File: src/rtl/imem_loader_pkg.sv
// Shared definitions for the instruction-memory boot loader: loader state
// encoding, stream framing constants and small helpers used by the top and
// the byte packer.
package imem_loader_pkg;

    // Loader states; CSUM is only reachable when the checksum build option is on.
    typedef enum logic [2:0] {
        ST_HDR_LO = 3'd0,
        ST_HDR_HI = 3'd1,
        ST_DATA   = 3'd2,
        ST_CSUM   = 3'd3,
        ST_DONE   = 3'd4,
        ST_ERR    = 3'd5
    } loader_state_e;

    // Header carries a little-endian 16-bit word count.
    localparam int HDR_BYTES  = 2;
    localparam int HDR_BITS   = HDR_BYTES * 8;

    // Instruction words are assembled from four stream bytes.
    localparam int WORD_BYTES = 4;
    localparam int LANE_W     = $clog2(WORD_BYTES);
    localparam logic [LANE_W-1:0] LAST_LANE = LANE_W'(WORD_BYTES - 1);

    // States in which the loader is willing to take a stream byte.
    function automatic logic accepts_bytes(input loader_state_e s);
        return (s inside {ST_HDR_LO, ST_HDR_HI, ST_DATA, ST_CSUM});
    endfunction

    // Byte address of a given word index (caller truncates to its port width).
    function automatic logic [31:0] word_to_byte_addr(input logic [HDR_BITS-1:0] idx);
        return 32'(idx) * 32'(WORD_BYTES);
    endfunction

endpackage

File: src/rtl/imem_byte_packer.sv
// Little-endian byte-to-word packer: the first byte of each group lands in
// [7:0]. A word_valid pulse accompanies the byte that completes a word, with
// the fully assembled word on word_o in that same cycle.
module imem_byte_packer
    import imem_loader_pkg::*;
(
    input  logic        clk,
    input  logic        reset,
    input  logic        clear_i,
    input  logic        byte_valid_i,
    input  logic [7:0]  byte_i,
    output logic        word_valid_o,
    output logic [31:0] word_o
);

    logic [LANE_W-1:0] lane_q, lane_d;
    logic [31:0]       pack_q, pack_d;

    // Next lane / pack contents; completion is flagged on the last-lane byte.
    always_comb begin
        // NOTE: every combinational output gets a default first so no path leaves it unassigned (no latch).
        lane_d       = lane_q;
        pack_d       = pack_q;
        word_valid_o = 1'b0;
        if (clear_i) begin
            lane_d = '0;
            pack_d = '0;
        end else if (byte_valid_i) begin
            pack_d[{lane_q, 3'b000} +: 8] = byte_i;
            lane_d       = lane_q + LANE_W'(1);
            word_valid_o = (lane_q == LAST_LANE);
        end
    end

    // The completed word includes the byte being accepted this cycle.
    assign word_o = pack_d;

    // Lane counter and pack register with synchronous active-low reset.
    always_ff @(posedge clk) begin
        // NOTE: state registers use non-blocking assignments so all flops update together at the edge.
        if (!reset) begin
            lane_q <= '0;
            pack_q <= '0;
        end else begin
            lane_q <= lane_d;
            pack_q <= pack_d;
        end
    end

endmodule

File: src/rtl/imem_loader.sv
// Boot-time instruction-memory loader. Parses a 16-bit little-endian word
// count, packs the payload into 32-bit words, writes them from byte address 0
// and then releases the core via cpu_run. A zero count loads nothing and
// releases the core; a count above MAX_WORDS aborts with load_err.
// Build option IMEM_LOADER_CHECKSUM_EN adds a trailing XOR checksum byte
// covering header and payload; a mismatch aborts with load_err.
// MAX_WORDS*4 must not exceed 2**ADDR_W.
module imem_loader
    import imem_loader_pkg::*;
#(
    parameter int ADDR_W    = 8,
    parameter int MAX_WORDS = 64
) (
    input  logic                clk,
    input  logic                reset,
    input  logic                rx_valid,
    input  logic [7:0]          rx_data,
    output logic                rx_ready,
    output logic                imem_we,
    output logic [ADDR_W-1:0]   imem_addr,
    output logic [31:0]         imem_wdata,
    output logic                cpu_run,
    output logic                load_err,
    output logic [HDR_BITS-1:0] words_loaded
);

`ifdef IMEM_LOADER_CHECKSUM_EN
    localparam loader_state_e END_STATE = ST_CSUM;
`else
    localparam loader_state_e END_STATE = ST_DONE;
`endif

    loader_state_e       state_q, state_d;
    logic [HDR_BITS-1:0] count_q, count_d;
    logic [HDR_BITS-1:0] words_q, words_d;
    logic [HDR_BITS-1:0] words_inc;
    logic [HDR_BITS-1:0] hdr_count;
    logic                rx_ready_q, rx_ready_d;
    logic                imem_we_q, imem_we_d;
    logic [ADDR_W-1:0]   imem_addr_q, imem_addr_d;
    logic [31:0]         imem_wdata_q, imem_wdata_d;
    logic                done_q, done_d;
    logic                cpu_run_q, cpu_run_d;
    logic                load_err_q, load_err_d;

    logic                accept;
    logic                pack_valid;
    logic                pack_clear;
    logic                word_valid;
    logic [31:0]         word;

`ifdef IMEM_LOADER_CHECKSUM_EN
    logic [7:0]          csum_q, csum_d;
`endif

    assign accept     = rx_valid && rx_ready_q;
    assign pack_valid = accept && (state_q == ST_DATA);
    // Keep the packer empty outside the payload so every load starts at lane 0.
    assign pack_clear = (state_q != ST_DATA);
    assign hdr_count  = {rx_data, count_q[7:0]};
    assign words_inc  = words_q + HDR_BITS'(1);

    imem_byte_packer u_packer (
        .clk          (clk),
        .reset        (reset),
        .clear_i      (pack_clear),
        .byte_valid_i (pack_valid),
        .byte_i       (rx_data),
        .word_valid_o (word_valid),
        .word_o       (word)
    );

    // Next-state logic: header parse, payload completion, optional checksum.
    always_comb begin
        state_d = state_q;
        count_d = count_q;
        case (state_q)
            ST_HDR_LO: begin
                if (accept) begin
                    count_d[7:0] = rx_data;
                    state_d      = ST_HDR_HI;
                end
            end
            ST_HDR_HI: begin
                if (accept) begin
                    count_d = hdr_count;
                    if (hdr_count == '0) begin
                        state_d = END_STATE;
                    end else if (hdr_count > HDR_BITS'(MAX_WORDS)) begin
                        state_d = ST_ERR;
                    end else begin
                        state_d = ST_DATA;
                    end
                end
            end
            ST_DATA: begin
                // Leave on the byte completing the last word so no stray byte is taken.
                if (word_valid && (words_inc == count_q)) begin
                    state_d = END_STATE;
                end
            end
`ifdef IMEM_LOADER_CHECKSUM_EN
            ST_CSUM: begin
                if (accept) begin
                    state_d = (rx_data == csum_q) ? ST_DONE : ST_ERR;
                end
            end
`endif
            ST_DONE: state_d = ST_DONE;
            ST_ERR:  state_d = ST_ERR;
            default: state_d = ST_ERR;
        endcase
    end

    // Output/datapath next values: memory write, word count, handshake, status.
    always_comb begin
        words_d      = words_q;
        imem_we_d    = word_valid;
        imem_addr_d  = imem_addr_q;
        imem_wdata_d = imem_wdata_q;
        if (word_valid) begin
            words_d      = words_inc;
            imem_addr_d  = ADDR_W'(word_to_byte_addr(words_q));
            imem_wdata_d = word;
        end
        rx_ready_d = accepts_bytes(state_d);
        load_err_d = (state_d == ST_ERR);
        // Two-stage release keeps cpu_run low until the final write has landed.
        done_d     = (state_q == ST_DONE);
        cpu_run_d  = done_q;
    end

`ifdef IMEM_LOADER_CHECKSUM_EN
    // Running XOR over every accepted header and payload byte.
    always_comb begin
        csum_d = csum_q;
        if (accept && (state_q inside {ST_HDR_LO, ST_HDR_HI, ST_DATA})) begin
            csum_d = csum_q ^ rx_data;
        end
    end
`endif

    // All loader state and registered outputs, synchronous active-low reset.
    always_ff @(posedge clk) begin
        if (!reset) begin
            state_q      <= ST_HDR_LO;
            count_q      <= '0;
            words_q      <= '0;
            rx_ready_q   <= 1'b0;
            imem_we_q    <= 1'b0;
            imem_addr_q  <= '0;
            imem_wdata_q <= '0;
            done_q       <= 1'b0;
            cpu_run_q    <= 1'b0;
            load_err_q   <= 1'b0;
        end else begin
            state_q      <= state_d;
            count_q      <= count_d;
            words_q      <= words_d;
            rx_ready_q   <= rx_ready_d;
            imem_we_q    <= imem_we_d;
            imem_addr_q  <= imem_addr_d;
            imem_wdata_q <= imem_wdata_d;
            done_q       <= done_d;
            cpu_run_q    <= cpu_run_d;
            load_err_q   <= load_err_d;
        end
    end

`ifdef IMEM_LOADER_CHECKSUM_EN
    // Checksum accumulator, cleared only by reset.
    always_ff @(posedge clk) begin
        if (!reset) begin
            csum_q <= '0;
        end else begin
            csum_q <= csum_d;
        end
    end
`endif

    assign rx_ready     = rx_ready_q;
    assign imem_we      = imem_we_q;
    assign imem_addr    = imem_addr_q;
    assign imem_wdata   = imem_wdata_q;
    assign cpu_run      = cpu_run_q;
    assign load_err     = load_err_q;
    assign words_loaded = words_q;

endmodule

File: config.mk
export PLATFORM = sky130hd
export DESIGN_NAME = imem_loader
export DESIGN_NICKNAME = d
export VERILOG_FILES = /design/src/rtl/imem_loader_pkg.sv /design/src/rtl/imem_byte_packer.sv /design/src/rtl/imem_loader.sv
export SDC_FILE = /design/constraint.sdc
export NUM_CORES = 1
export LEC_CHECK = 0
export ABC_AREA = 1
export CORE_MARGIN = 2
export CORE_UTILIZATION = 59
export CTS_BUF_LIST = sky130_fd_sc_hd__clkbuf_4
export DETAILED_ROUTE_END_ITERATION = 10
export PLACE_DENSITY = 0.95
export SYNTH_ARGS = -nofsm -noshare
export SYNTH_HDL_FRONTEND = slang
export SYNTH_SLANG_ARGS = --single-unit
File: constraint.sdc
create_clock -name clk -period 4.1 [get_ports clk]
set_input_delay 0.615 -clock clk [delete_from_list [all_inputs] [get_ports clk]]
set_output_delay 0.615 -clock clk [all_outputs]
set_load 0.005 [all_outputs]
# After elaboration in Yosys (flattened, before gate mapping)
# Index checks and enable logic that the tools add are counted.
[classes]
n_mul = 0
shift = 2
n_mux = 13
n_reduce_logical = 10
n_bitwise = 2
order_cmp = 1
add_sub_neg = 3
n_eq_ne = 10
div_mod_pow = 0
[ops]
columns = ["op", "n"]
rows = [
  ["$mux W32", 2],
  ["$bwmux W32", 1],
  ["$shift A8 B7 Y32 const A", 1],
  ["$shiftx A8 B7 Y32", 1],
  ["$add A16 B1 Y16 const B", 1],
  ["$eq A16 B16 Y1", 1],
  ["$gt A16 B7 Y1 const B", 1],
  ["$logic_not A16 Y1", 1],
  ["$pmux W8 S2", 1],
  ["$mux W3", 5],
  ["$pmux W3 S4", 1],
  ["$eq A3 B2 Y1 const B", 3],
  ["$mux W8", 1],
  ["$neg A5 Y7", 1],
  ["$eq A3 B1 Y1 const B", 2],
  ["$eq A3 B3 Y1 const B", 2],
  ["$logic_not A3 Y1", 2],
  ["$reduce_bool A4 Y1", 1],
  ["$logic_and A1 B1 Y1", 3],
  ["$ne A3 B2 Y1 const B", 1],
  ["$reduce_and A3 Y1", 1],
  ["$add A2 B1 Y2 const B", 1],
  ["$eq A2 B2 Y1 const B", 1],
  ["$mux W1", 2],
  ["3 further kinds", 4],
]
[totals]
latch_bits = 0
memories = 0
regBits = 112
rom_bits = 0
ram_bits = 0
output_inout_bits = 60

# Logic depth before layout (Yosys ltp)
# Gate-level depths: netlist of run 1.
[depth]
depth_word = 9
ltp_mapped = 14
ltp_nobuf = 14

# By module
# From an unflattened synthesis of run 1, not the netlist that was laid out.
[unflattened]
hier_cells = 762
area_unflattened_um2 = 5265.0
[by_module_without_submodules]
columns = ["mod", "cells_per_inst", "area_per_inst_um2", "seq_area_each_um2", "instances"]
rows = [
  ["imem_loader", 517, 3587.2, 1561.5, 1],
  ["imem_byte_packer", 245, 1677.9, 680.7, 1],
]

# Least setup slack after synthesis of run 1
# Ideal clock, no wire load.
[synth_path]
path_type = "input to register"
start = "input port rx_valid"
end = "register imem_wdata_q[29], in the netlist imem_wdata[29]"
path_stages = 12
n_path_buf = 2
slack_ps = 2225
t_required_ps = 3984
t_arrival_ps = 1758
cell_sequence = "nand2_1 inv_1 nand3_1 buf_4 inv_4 nand2_2 buf_4 nor3_2 a21oi_2 nand2_1 o211ai_1 inv_1"
[synth_between]
elab_chain_len = 4
word_cells_on_any_way = 6
cone_classes = "4 x mux; 2 x reduce/logical"
[synth_lines]
columns = ["element", "line", "rtl"]
rows = [
  ["from (decl)", "imem_loader.sv:16", "input logic rx_valid,"],
  ["$logic_and A1 B1 Y1 *", "imem_loader.sv:56", "assign accept = rx_valid && rx_ready_q;"],
  ["$logic_and A1 B1 Y1 *", "imem_loader.sv:57", "assign pack_valid = accept && (state_q == ST_DATA);"],
  ["$mux W32 / $mux W1 (equally long branches)", "imem_byte_packer.sv:28", "end else if (byte_valid_i) begin"],
  ["$mux W32 / $mux W1 (equally long branches)", "imem_byte_packer.sv:25", "if (clear_i) begin"],
  ["to (signal assigned)", "imem_loader.sv:163", "imem_wdata_q <= imem_wdata_d;"],
  ["to (decl)", "imem_loader.sv:41", "logic [31:0] imem_wdata_q, imem_wdata_d;"],
]
# Every way passes the cells marked *; elsewhere a longest branch is shown, timed or not.
# A chain may end at the register's enable or synchronous reset.

# Final worst setup path of run 1
[layout_path]
start = "input port rx_valid"
end = "register words_q[8], in the netlist words_loaded[8]"
[layout_between]
elab_chain_len = 4
[layout_lines]
columns = ["element", "line", "rtl"]
rows = [
  ["$logic_and A1 B1 Y1", "imem_loader.sv:56", ""],
  ["$logic_and A1 B1 Y1", "imem_loader.sv:57", ""],
  ["$mux W1", "imem_byte_packer.sv:28", ""],
  ["$mux W1", "imem_byte_packer.sv:25", ""],
  ["to (signal assigned)", "imem_loader.sv:159", "words_q <= words_d;"],
  ["to (decl)", "imem_loader.sv:35", "logic [HDR_BITS-1:0] words_q, words_d;"],
]
# Every way passes these cells.

==> results of run 1 <==
## registers in the layout (all words and copies together), names as in the netlist
name             flops
state_q              3
words_loaded        16
cpu_run              1
rx_ready             1
cpu_run_d            1
u_packer.lane_q      2
count_q             16
imem_we              1
imem_wdata          32
u_packer.pack_q     32
imem_addr            6
load_err             1
## worst max-delay path: stages
cell and delay (ns):
clkdlybuf4s50_1 0.47, nand2_1 0.17, inv_1 0.17, nand3_1 0.42, nor2_4 0.42, buf_12 0.35, o21ai_0 0.16, a31oi_1 0.21
## cell families (layout without fill, tap and decap cells)
family,Yosys count,count (layout),share of synthesized area
AOI/OAI and AO/OA,160,160,0.1855
xor gates and xnor gates,6,6,0.01581
adders and majority gates,7,7,0.01729
buffers and inverters,136,188,0.1065
DFF,112,112,0.4427
other,1,2,0.0007404
and+or+nand+nor,273,273,0.2315
## layout make-up
class / instances / area (um^2) / share of cell area
Clock inverter: 6 / 62.56 / 0.01061
Timing Repair Buffer: 70 / 703.2 / 0.1193
Clock buffer: 10 / 75.07 / 0.01274
Sequential cell: 112 / 2242 / 0.3804
Tap cell: 105 / 131.4 / 0.02229
Multi-Input combinational cell: 448 / 2295 / 0.3893
Inverter: 102 / 385.4 / 0.06538
## per-stage QoR
step                      area (um^2)  total power (W)  hold slack (ns)  instances
final                            5894         0.001735           0.4346        853
after CTS                        5894         0.001743           0.4411        853
after detailed placement         5757         0.001223           0.4132        837
after global routing             5894         0.001796           0.4536        853
after floorplan                  5069         0.001191           0.3905        696
after global placement           5757         0.001219           0.4071        837
## cell usage after synthesis, types with 2 or more instances
master,instances,area share
a21oi_1,46,0.045
a21oi_2,8,0.014
a31oi_1,2,0.0025
buf_2,3,0.0030
buf_4,6,0.0089
clkbuf_1,25,0.019
dfxtp_1,112,0.44
ha_1,7,0.017
inv_1,93,0.069
inv_2,8,0.0059
nand2_1,130,0.096
nand2_2,3,0.0037
nand3_1,30,0.030
nand3b_1,4,0.0059
nand4_1,10,0.012
nor2_1,75,0.056
nor2_2,7,0.0086
nor3_1,8,0.0079
nor3_2,2,0.0040
o211ai_1,32,0.047
o21ai_0,52,0.051
o21ai_1,11,0.011
o31ai_1,8,0.012
xnor3_1,2,0.0089
xor2_1,3,0.0052
## power breakdown
group / internal (W) / switching [W] / total (W)
Combinational: 0.0000321 / 0.0000550 / 0.0000871
Sequential: 0.00110 / 0.0000131 / 0.00112
Clock: 0.000148 / 0.000384 / 0.000532
## layer usage
metal  vias up  GRT usage  part of all wire
li1       2359          -                 -
met1      2136     0.3126              0.42
met2       209     0.4257              0.48
met3        42    0.05780             0.069
met4         0     0.1203             0.031
met5         -          0                 0
## placed cells by master, fill, tap and decap left out, types with 3 or more instances in the layout
master,netlist,routed
o21ai_1,11,11
nand3b_1,4,4
ha_1,7,7
a21oi_1,46,46
nand2_1,130,130
a21oi_2,8,8
nor2_2,7,7
o211ai_1,32,32
nor3_1,8,8
nand2_2,3,3
xor2_1,3,3
nand4_1,10,10
clkdlybuf4s50_1,0,67
nand3_1,30,30
dfxtp_1,112,112
o31ai_1,8,8
o21ai_0,52,52
nor2_1,75,74
clkbuf_4,0,10
inv_2,8,8
inv_1,93,93
## path summary, 6_finish.rpt
check / cells past startpoint / endpoint / from
worst min register to register: 2 / cpu_run / cpu_run_d
worst min-delay path: 2 / cpu_run / cpu_run_d
worst max register to register: 9 / imem_wdata[7] / u_packer.lane_q[0]
worst max-delay path: 8 / words_loaded[8] / rx_valid
==> results by group, run 1 <==
Timing
  – Hold Fails Final Rpt: 0
  – Final Max Tran Viols: 0
  – Rel. slew slack: 0.2145
  – Measured slew at the worst slew-check pin: approximately 1.2 ns
  – Setup TNS: 0 ns
  – Setup Skew: approximately 0.015 ns
  – Final setup margin: 1.508 ns
  – Final setup viols: 0
  – Fin crit period: 2.592 ns
  – Final Cycle Share: 0.6321
  – RSZ-0062 raised after global routing: false
  – Fmax: a little under 400 MHz

Route
  – DRT Pass-1 Iters: 5
  – Total Wirelength: 12.07 mm
  – DRC: 0
  – Final ANT Viol Nets: 0
  – Iteration-0 DRC Markers: 277
  – Routed length per instance: 14.15 um
  – Vias per cell: 5.564
  – Via count: between 4,000 and 5,000

Floorplan
  – DIE AREA: 9341 um^2
  – # rows: 33
  – Die height: approximately 97 um
  – Core area: 8258 um^2
  – Width of the die: roughly 97 um
  – I/O pin count: 71
  – Starting density of the core: 0.6133

Finish
  – Fin util: 0.7138
  – FILL cells: 667
  – Area delta synth->final: 16.38%
  – Share of layout cells above drive strength 1: 0.06952
  – Fin nets: 761
  – Ant. Diodes: 0

Power
  – Leakage: 2.405 nW
  – Power per cell area: 294.3 nW/um^2
  – VDD IR max: 0.2346 mV

Placement
  – Dpl ws: 1.126 ns
  – Routability congestion estimate: 0.9764
  – Buffers on Ports: just under 70
  – DP Wirelength: 8.446 mm

Status
  – Status: finished clean

Clock network
  – Post-CTS sizing: 0
  – CTS HTree Levels: 3
  – Post-CTS Hold Buffers: 0
  – CTS buffer count: 9
  – Clock-pin slew on the worst setup and hold paths: 0.16 ns
  – CTS max path bufs: 2
  – Post-CTS setup buffer count: 0
  – Clk_lat worst skew: 0.47 ns
  – Root Driver: clkbuf_4
  – Clock sinks: 112
  – CTS tree: built

Global route
  – First-pass GRT wire length: roughly 20 mm
  – Vias in the first global route: about 4,400
  – Antenna violations before repair: 0
  – Largest net degree at the start of global routing: 84
  – GRT Residual Overflow: 0
  – Global Route Usage Sum: 0.2552

Yosys
  – Cell area after synthesis: between 5000 and 6000 um^2
  – Number of enable flip-flop cells after synthesis: 0
  – Netlist cell types: 33
  – Synth Flop Type: dfxtp_1
  – Synth Warn #: 0
  – Post-synthesis async set-or-reset flop share: 0
  – Post-Syn Instances: between 600 and 700
  – Mean Syn Cell Area: roughly 7.3 um^2
  – Register bit total from synthesis: 112
  – Sequential area share after synthesis: 0.4427

Worst hold path
  – Worst Hold Class: reg -> reg

Flow run
  – Max cap viols: 0

Critical path
  – Startpoint Class: input pin
  – Crit path required time: around 4.5 ns
  – CP Data Arrival Time: roughly 3.0 ns
  – Reg2reg setup slack: 1.70 ns
  – Setup CP Type: in -> reg
  – CP max FO: slightly above 80
  – Crit end category: flip-flop
No activity file was read; power rests on OpenSTA's default activity.
==> inputs of run 2 (changes only) <==
Settings changed: CORE_UTILIZATION 59 to 51, PLACE_DENSITY 0.95 to 0.89.
Clock period 4.1 ns to 2.3 ns, I/O delays scaled along.
==> run 2 against run 1 <==
- worst setup slack got worse by 1.2 ns
- cell area increased by 2.3%
- register-to-register slack got worse by 1.4 ns
- global-route usage is 2.4 points lower
- wire length is 0.85% lower
- clock skew is 0.0077 ns lower
- largest cell class unchanged
==> results by group, run 2 (synthesis results as in run 1) <==
Status
  – Status: finished clean

Global route
  – Vias in the first global route: 4,527 (+1.8%)
  – Largest net degree at the start of global routing: 65 (-23%)
  – Antenna violations before repair: 0 (unchanged)
  – Global Route Usage Sum: 0.2307 (-0.02447)
  – GRT Residual Overflow: 0 (unchanged)
  – First-pass GRT wire length: 20.56 mm (+2.1%)

Timing
  – Fmax: between 500 and 600 MHz
  – Final Max Tran Viols: 0 (unchanged)
  – RSZ-0062 raised after global routing: false
  – Hold Fails Final Rpt: 0 (unchanged)
  – Final setup viols: 0 (unchanged)
  – Setup TNS: 0 ns (unchanged)
  – Setup Skew: 0.007514 ns (-0.007737 ns)
  – Fin crit period: ~2 ns
  – Final Cycle Share: 0.8554

Route
  – Total Wirelength: 11.97 mm (-0.85%)
  – DRC: 0 (unchanged)
  – Iteration-0 DRC Markers: 280 (+1.1%)
  – Via count: 4,727 (-0.40%)
  – Vias per cell: 5.305 (-4.6%)
  – Routed length per instance: 13.43 um (-5.1%)
  – DRT Pass-1 Iters: 7 (+2)
  – Final ANT Viol Nets: 0 (unchanged)

Floorplan
  – Core area: 9684 um^2 (+17%)
  – Die height: 103.7 um (+7.2%)
  – Width of the die: 103.7 um (+7.2%)
  – DIE AREA: 10,740 um^2 (+15%)
  – Starting density of the core: 0.5230 (-0.09034)
  – I/O pin count: 71 (unchanged)
  – # rows: 36 (+9.1%)

Critical path
  – Crit path required time: 2.73 ns (-1.76 ns)
  – Startpoint Class: flip-flop
  – CP delay by family, top: adder cells
  – CP Data Arrival Time: 2.40 ns (-0.58 ns)
  – Largest stage delay, worst path: 0.45 ns (-0.02 ns)
  – Worst R2R Path Depth: 9 (unchanged)
  – CP Depth: 9 (+1)
  – Ordered cell list for the critical path: inv_1 -> ha_1 -> nor3b_1 -> inv_1 -> o21ai_0 -> o21ai_1 -> nand2_1 -> o211ai_1 -> inv_1
  – Reg2reg setup slack: 0.33 ns (-1.37 ns)
  – Reg2reg end: imem_wdata[7]
  – Cell with the most instances on the worst path: inv_1
  – CP max FO: 11 (-87%)
  – Setup CP Type: reg -> reg
  – Reg-to-Reg Start: u_packer.lane_q[1]
  – WP buf/inv: 3 (unchanged)
  – Crit end category: flip-flop
  – Slowest library cell on the worst path: ha_1

Power
  – Leakage: 2.450 nW (+1.9%)
  – Sw power: 0.0007782 W (+72%)
  – Tot Pwr: 0.003147 W (+81%)
  – Sequential Power Share: 0.631 (-0.012)
  – Clk pwr share: 0.317 (+0.010)
  – P_int: 0.002369 W (+85%)
  – VDD IR max: 0.4052 mV (+73%)
  – Logic pwr share: 0.052 (+0.002)
  – Sw frac: 0.2473 (-0.01331)
  – Power per cell area: 521.9 nW/um^2 (+77%)

Clock network
  – CTS max path bufs: 2 (unchanged)
  – CTS tree: built
  – Root Driver: clkbuf_4
  – Clock-pin slew on the worst setup and hold paths: 0.17 ns (about the same)
  – Clock sinks: 112 (unchanged)
  – Clk_lat worst skew: 0.47 ns (about the same)
  – Post-CTS Hold Buffers: 0 (unchanged)
  – CTS buffer count: 9 (unchanged)
  – CTS HTree Levels: 3 (unchanged)

Finish
  – Post-route insts no fill: 891 (+4.5%)
  – Most frequent cells in the layout: nand2_1, dfxtp_1, inv_1
  – Fin util: 0.6226 (-0.09118)
  – Area delta synth->final: 19.05%
  – Fin nets: 771 (+1.3%)
  – Share of layout cells above drive strength 1: 0.08443 (+0.01491)
  – FILL cells: 850 (+27%)
  – Ant. Diodes: 0 (unchanged)
  – Commonest non-fill, non-tap cell in the layout: nand2_1

Placement
  – Routability congestion estimate: 0.9542 (-2.3%)
  – DP Wirelength: 8.677 mm (+2.7%)
  – Buffers on Ports: 68 (unchanged)
  – Inst Count DP: 875 (+4.5%)

Worst hold path
  – Hold path startpoint: reset
  – Hold Path Cell Cnt: 3 (+1)
  – Worst Hold Class: in -> reg
  – Hold Path End: words_loaded[15]

Flow run
  – Max cap viols: 0 (unchanged)
==> run 2: cell types whose count changed in the layout (fill, tap and decap cells not counted), sizes merged <==
cell	delta
buf	+10
bufinv	+1
clkbuf	-1
clkinv	-2
clkinvlp	+3
inv	-1
==> run 2: worst max path at each step <==
stage,slack [ns],from,to
2_1_floorplan,0.54,u_packer.lane_q[0],imem_wdata[17]
3_3_place_gp,0.1,rx_valid,rx_ready
3_5_place_dp,0.03,rx_valid,state_q[2]
4_1_cts,0.23,words_loaded[1],state_q[2]
5_1_grt,0.09,words_loaded[1],state_q[1]
6_report,0.33,u_packer.lane_q[1],imem_wdata[7]
==> run 2: worst min-delay path, cell delays in order <==
cell and delay [ns]:
buf_2 0.20, o21ai_0 0.11, a21oi_1 0.04
==> run 2: power groups by stage <==
stage / combinational, W / clock, W / sequential [W]
6_report: 0.000162 / 0.000999 / 0.00199
5_1_grt: 0.000183 / 0.00109 / 0.00199
4_1_cts: 0.000160 / 0.00102 / 0.00199
3_5_place_dp: 0.000159 / 0 / 0.00203
3_3_place_gp: 0.000154 / 0 / 0.00203
2_1_floorplan: 0.000103 / 0 / 0.00202
==> run 2: metrics by stage <==
| stage | setup slack, ns | hold slack [ns] | cell area, um^2 |
|---|---|---|---|
| after CTS | 0.2313 | 0.2241 | 6026 |
| after floorplan | 0.5355 | 0.3905 | 5069 |
| after detailed placement | 0.02573 | 0.4034 | 5879 |
| after global routing | 0.08743 | 0.2536 | 6030 |
| after global placement | 0.09779 | 0.4028 | 5879 |
| final | 0.3325 | 0.2497 | 6030 |
==> run 2: routing by layer <==
layer  global-route usage  wire [um]  up-vias
li1                     -          -     2362
met1               0.2734       4976     2145
met2               0.3874       5786      177
met3              0.06356        779       43
met4               0.1100        426        0
met5                    0          0        -
==> run 2: area by class of cell <==
| cell class | count | area, um^2 | area share |
|---|---|---|---|
| Clock inverter | 7 | 78.83 | 0.01307 |
| Clock buffer | 9 | 67.56 | 0.01121 |
| Multi-Input combinational cell | 448 | 2297 | 0.3810 |
| Tap cell | 133 | 166.4 | 0.02760 |
| Sequential cell | 112 | 2243 | 0.3721 |
| Inverter | 102 | 385.4 | 0.06391 |
| Timing Repair Buffer | 80 | 790.8 | 0.1311 |
==> run 2: what timing repair did <==
| action | 4_1_cts | 5_1_grt |
|---|---|---|
| setup buffers | 0 | 0 |
| setup endpoints to repair | 0 | 4 |
| gates resized for setup | 0 | 2 |
==> inputs of run 3 (changes only) <==
Settings changed: CORE_MARGIN 2 to 1.
==> run 3 against run 2 <==
- critical path depth is 1 lower
- global-route usage is 1.3 points higher
- utilization stayed put
- sequential share of layout area hardly changed
- largest cell class unchanged
==> results by group, run 3 (synthesis results as in run 1) <==
Status
  – Status: finished clean

Critical path
  – CP delay by family, top: adder cells
  – Slowest library cell on the worst path: ha_1
  – Crit end category: flip-flop
  – Setup CP Type: reg -> reg
  – WP buf/inv: 3 (unchanged)
  – CP max FO: 11 (unchanged)
  – Startpoint Class: flip-flop
  – Cell with the most instances on the worst path: inv_1
  – CP Data Arrival Time: 2.43 ns (+0.03 ns)
  – Crit path required time: 2.72 ns (about the same)
  – Ordered cell list for the critical path: inv_1 -> ha_1 -> nand2_2 -> o31ai_1 -> inv_1 -> nand2_1 -> o211ai_1 -> inv_1
  – Largest stage delay, worst path: 0.52 ns (+0.07 ns)

Clock network
  – Clock-pin slew on the worst setup and hold paths: 0.18 ns (about the same)
  – CTS max path bufs: 2 (unchanged)
  – Post-CTS Hold Buffers: 0 (unchanged)
  – Post-CTS setup buffer count: 0 (unchanged)
  – Post-CTS sizing: 0 (unchanged)
  – CTS buffer count: 9 (unchanged)
  – CTS tree: built
  – Root Driver: clkbuf_4
  – CTS HTree Levels: 3 (unchanged)
  – Clk_lat worst skew: 0.47 ns (about the same)
  – Clock sinks: 112 (unchanged)

Route
  – Routed length per instance: 13.31 um (-0.90%)
  – Vias per cell: 5.229 (-1.4%)
  – DRT Pass-1 Iters: 5 (-2)
  – Iteration-0 DRC Markers: 192 (-31%)
  – Via count: 4,680 (-0.99%)
  – Final ANT Viol Nets: 0 (unchanged)
  – DRC: 0 (unchanged)
  – Total Wirelength: 11.91 mm (-0.46%)

Floorplan
  – Die height: 101.7 um (-1.9%)
  – DIE AREA: 10,330 um^2 (-3.8%)
  – Width of the die: 101.7 um (-1.9%)
  – I/O pin count: 71 (unchanged)
  – Core area: 9684 um^2 (unchanged)
  – # rows: 36 (unchanged)
  – Starting density of the core: 0.5230 (unchanged)

Timing
  – Fmax: 499.3 MHz (-1.8%)
  – Final setup viols: 0 (unchanged)
  – Setup TNS: 0 ns (unchanged)
  – RSZ-0062 raised after global routing: false
  – Hold Fails Final Rpt: 0 (unchanged)
  – Setup Skew: 0.02131 ns (+0.01379 ns)
  – Final Cycle Share: 0.8707 (+0.01529)
  – Final Max Tran Viols: 0 (unchanged)
  – Fin crit period: 2.003 ns (+0.03517 ns)

Finish
  – Area delta synth->final: 19.05% (unchanged)
  – Share of layout cells above drive strength 1: 0.08399 (-0.0004432)
  – Fin nets: 775 (+0.52%)
  – Ant. Diodes: 0 (unchanged)
  – Most frequent cells in the layout: nand2_1, dfxtp_1, inv_1
  – Finished Cell Area: 6030 um^2 (unchanged)
  – Commonest non-fill, non-tap cell in the layout: nand2_1

Power
  – Logic pwr share: 0.055 (+0.003)
  – Sw frac: 0.2562 (+0.008973)
  – Sw power: 0.0007812 W (+0.38%)
  – P_int: 0.002267 W (-4.3%)
  – VDD IR max: 0.3537 mV (-13%)
  – Power per cell area: 505.6 nW/um^2 (-3.1%)
  – Clk pwr share: 0.294 (-0.023)
  – Leakage: 2.465 nW (+0.60%)
  – Sequential Power Share: 0.652 (+0.021)

Placement
  – Routability congestion estimate: 0.9677 (+1.4%)
  – Placement Cell Area: 5909 um^2 (+0.51%)
  – Buffers on Ports: 68 (unchanged)
  – DP Wirelength: 8.674 mm (about the same)

Global route
  – GRT Residual Overflow: 0 (unchanged)
  – First-pass GRT wire length: 19.67 mm (-4.3%)
  – Vias in the first global route: 4,279 (-5.5%)
  – Largest net degree at the start of global routing: 65 (unchanged)
  – Global Route Usage Sum: 0.2437 (+0.01302)
  – Antenna violations before repair: 0 (unchanged)

Flow run
  – Max cap viols: 0 (unchanged)

Worst hold path
  – Worst Hold Class: in -> reg
run 3: cell count changes in the layout (fill, tap and decap cells not counted):
cell | before | now
dfxtp_1 | 111 | 112
bufinv_16 | 1 | 0
buf_4 | 10 | 14
inv_6 | 2 | 3
clkinv_4 | 1 | 0
inv_8 | 0 | 1
dfxtp_2 | 1 | 0
clkinv_1 | 0 | 2
clkinvlp_4 | 3 | 1
nor2_2 | 8 | 7
nor2_1 | 73 | 74
run 3: worst min-delay path, cell delays in order:
cell,delay (ns)
buf_2,0.20
nand2_1,0.09
inv_1,0.03
run 3: routing by layer:
metal	global-route usage	share of wire
met5	0	0
met4	0.1182	0.027
met3	0.04003	0.051
met2	0.4200	0.48
met1	0.2950	0.44
run 3: power groups by stage:
stage / registers (W) / logic (W) / clock network [W]
floorplan: 0.00202 / 0.000103 / 0
global placement: 0.00203 / 0.000160 / 0
detailed placement: 0.00203 / 0.000163 / 0
CTS: 0.00199 / 0.000165 / 0.000919
global route: 0.00199 / 0.000185 / 0.000987
finish: 0.00199 / 0.000167 / 0.000895
run 3: final timing paths:
path,start,to,slack (ns),cells past startpoint
setup reg to reg,u_packer.lane_q[1],imem_wdata[15],0.30,8
hold reg to reg,cpu_run_d,cpu_run,0.43,2
setup / recovery,u_packer.lane_q[1],imem_wdata[15],0.30,8
hold / removal,reset,cpu_run,0.23,3
run 3: metrics by stage:
stage	hold slack, ns	instances	util	setup slack [ns]	power [W]
2_1_floorplan	0.3905	696	-	0.5355	0.002124
3_3_place_gp	0.4030	879	0.6102	0.06646	0.002185
3_5_place_dp	0.4044	879	0.6102	0.005961	0.002190
4_1_cts	0.2108	895	0.6226	0.3065	0.003070
5_1_grt	0.2268	895	0.6226	0.1400	0.003164
6_report	0.2289	895	0.6226	0.2973	0.003049
run 3: cell type report:
type,instances,area (um^2)
Timing Repair Buffer,84,820.8
Inverter,102,385.4
Clock buffer,9,67.56
Clock inverter,7,52.55
Tap cell,133,166.4
Sequential cell,112,2242
Fill cell,874,3655
Multi-Input combinational cell,448,2295
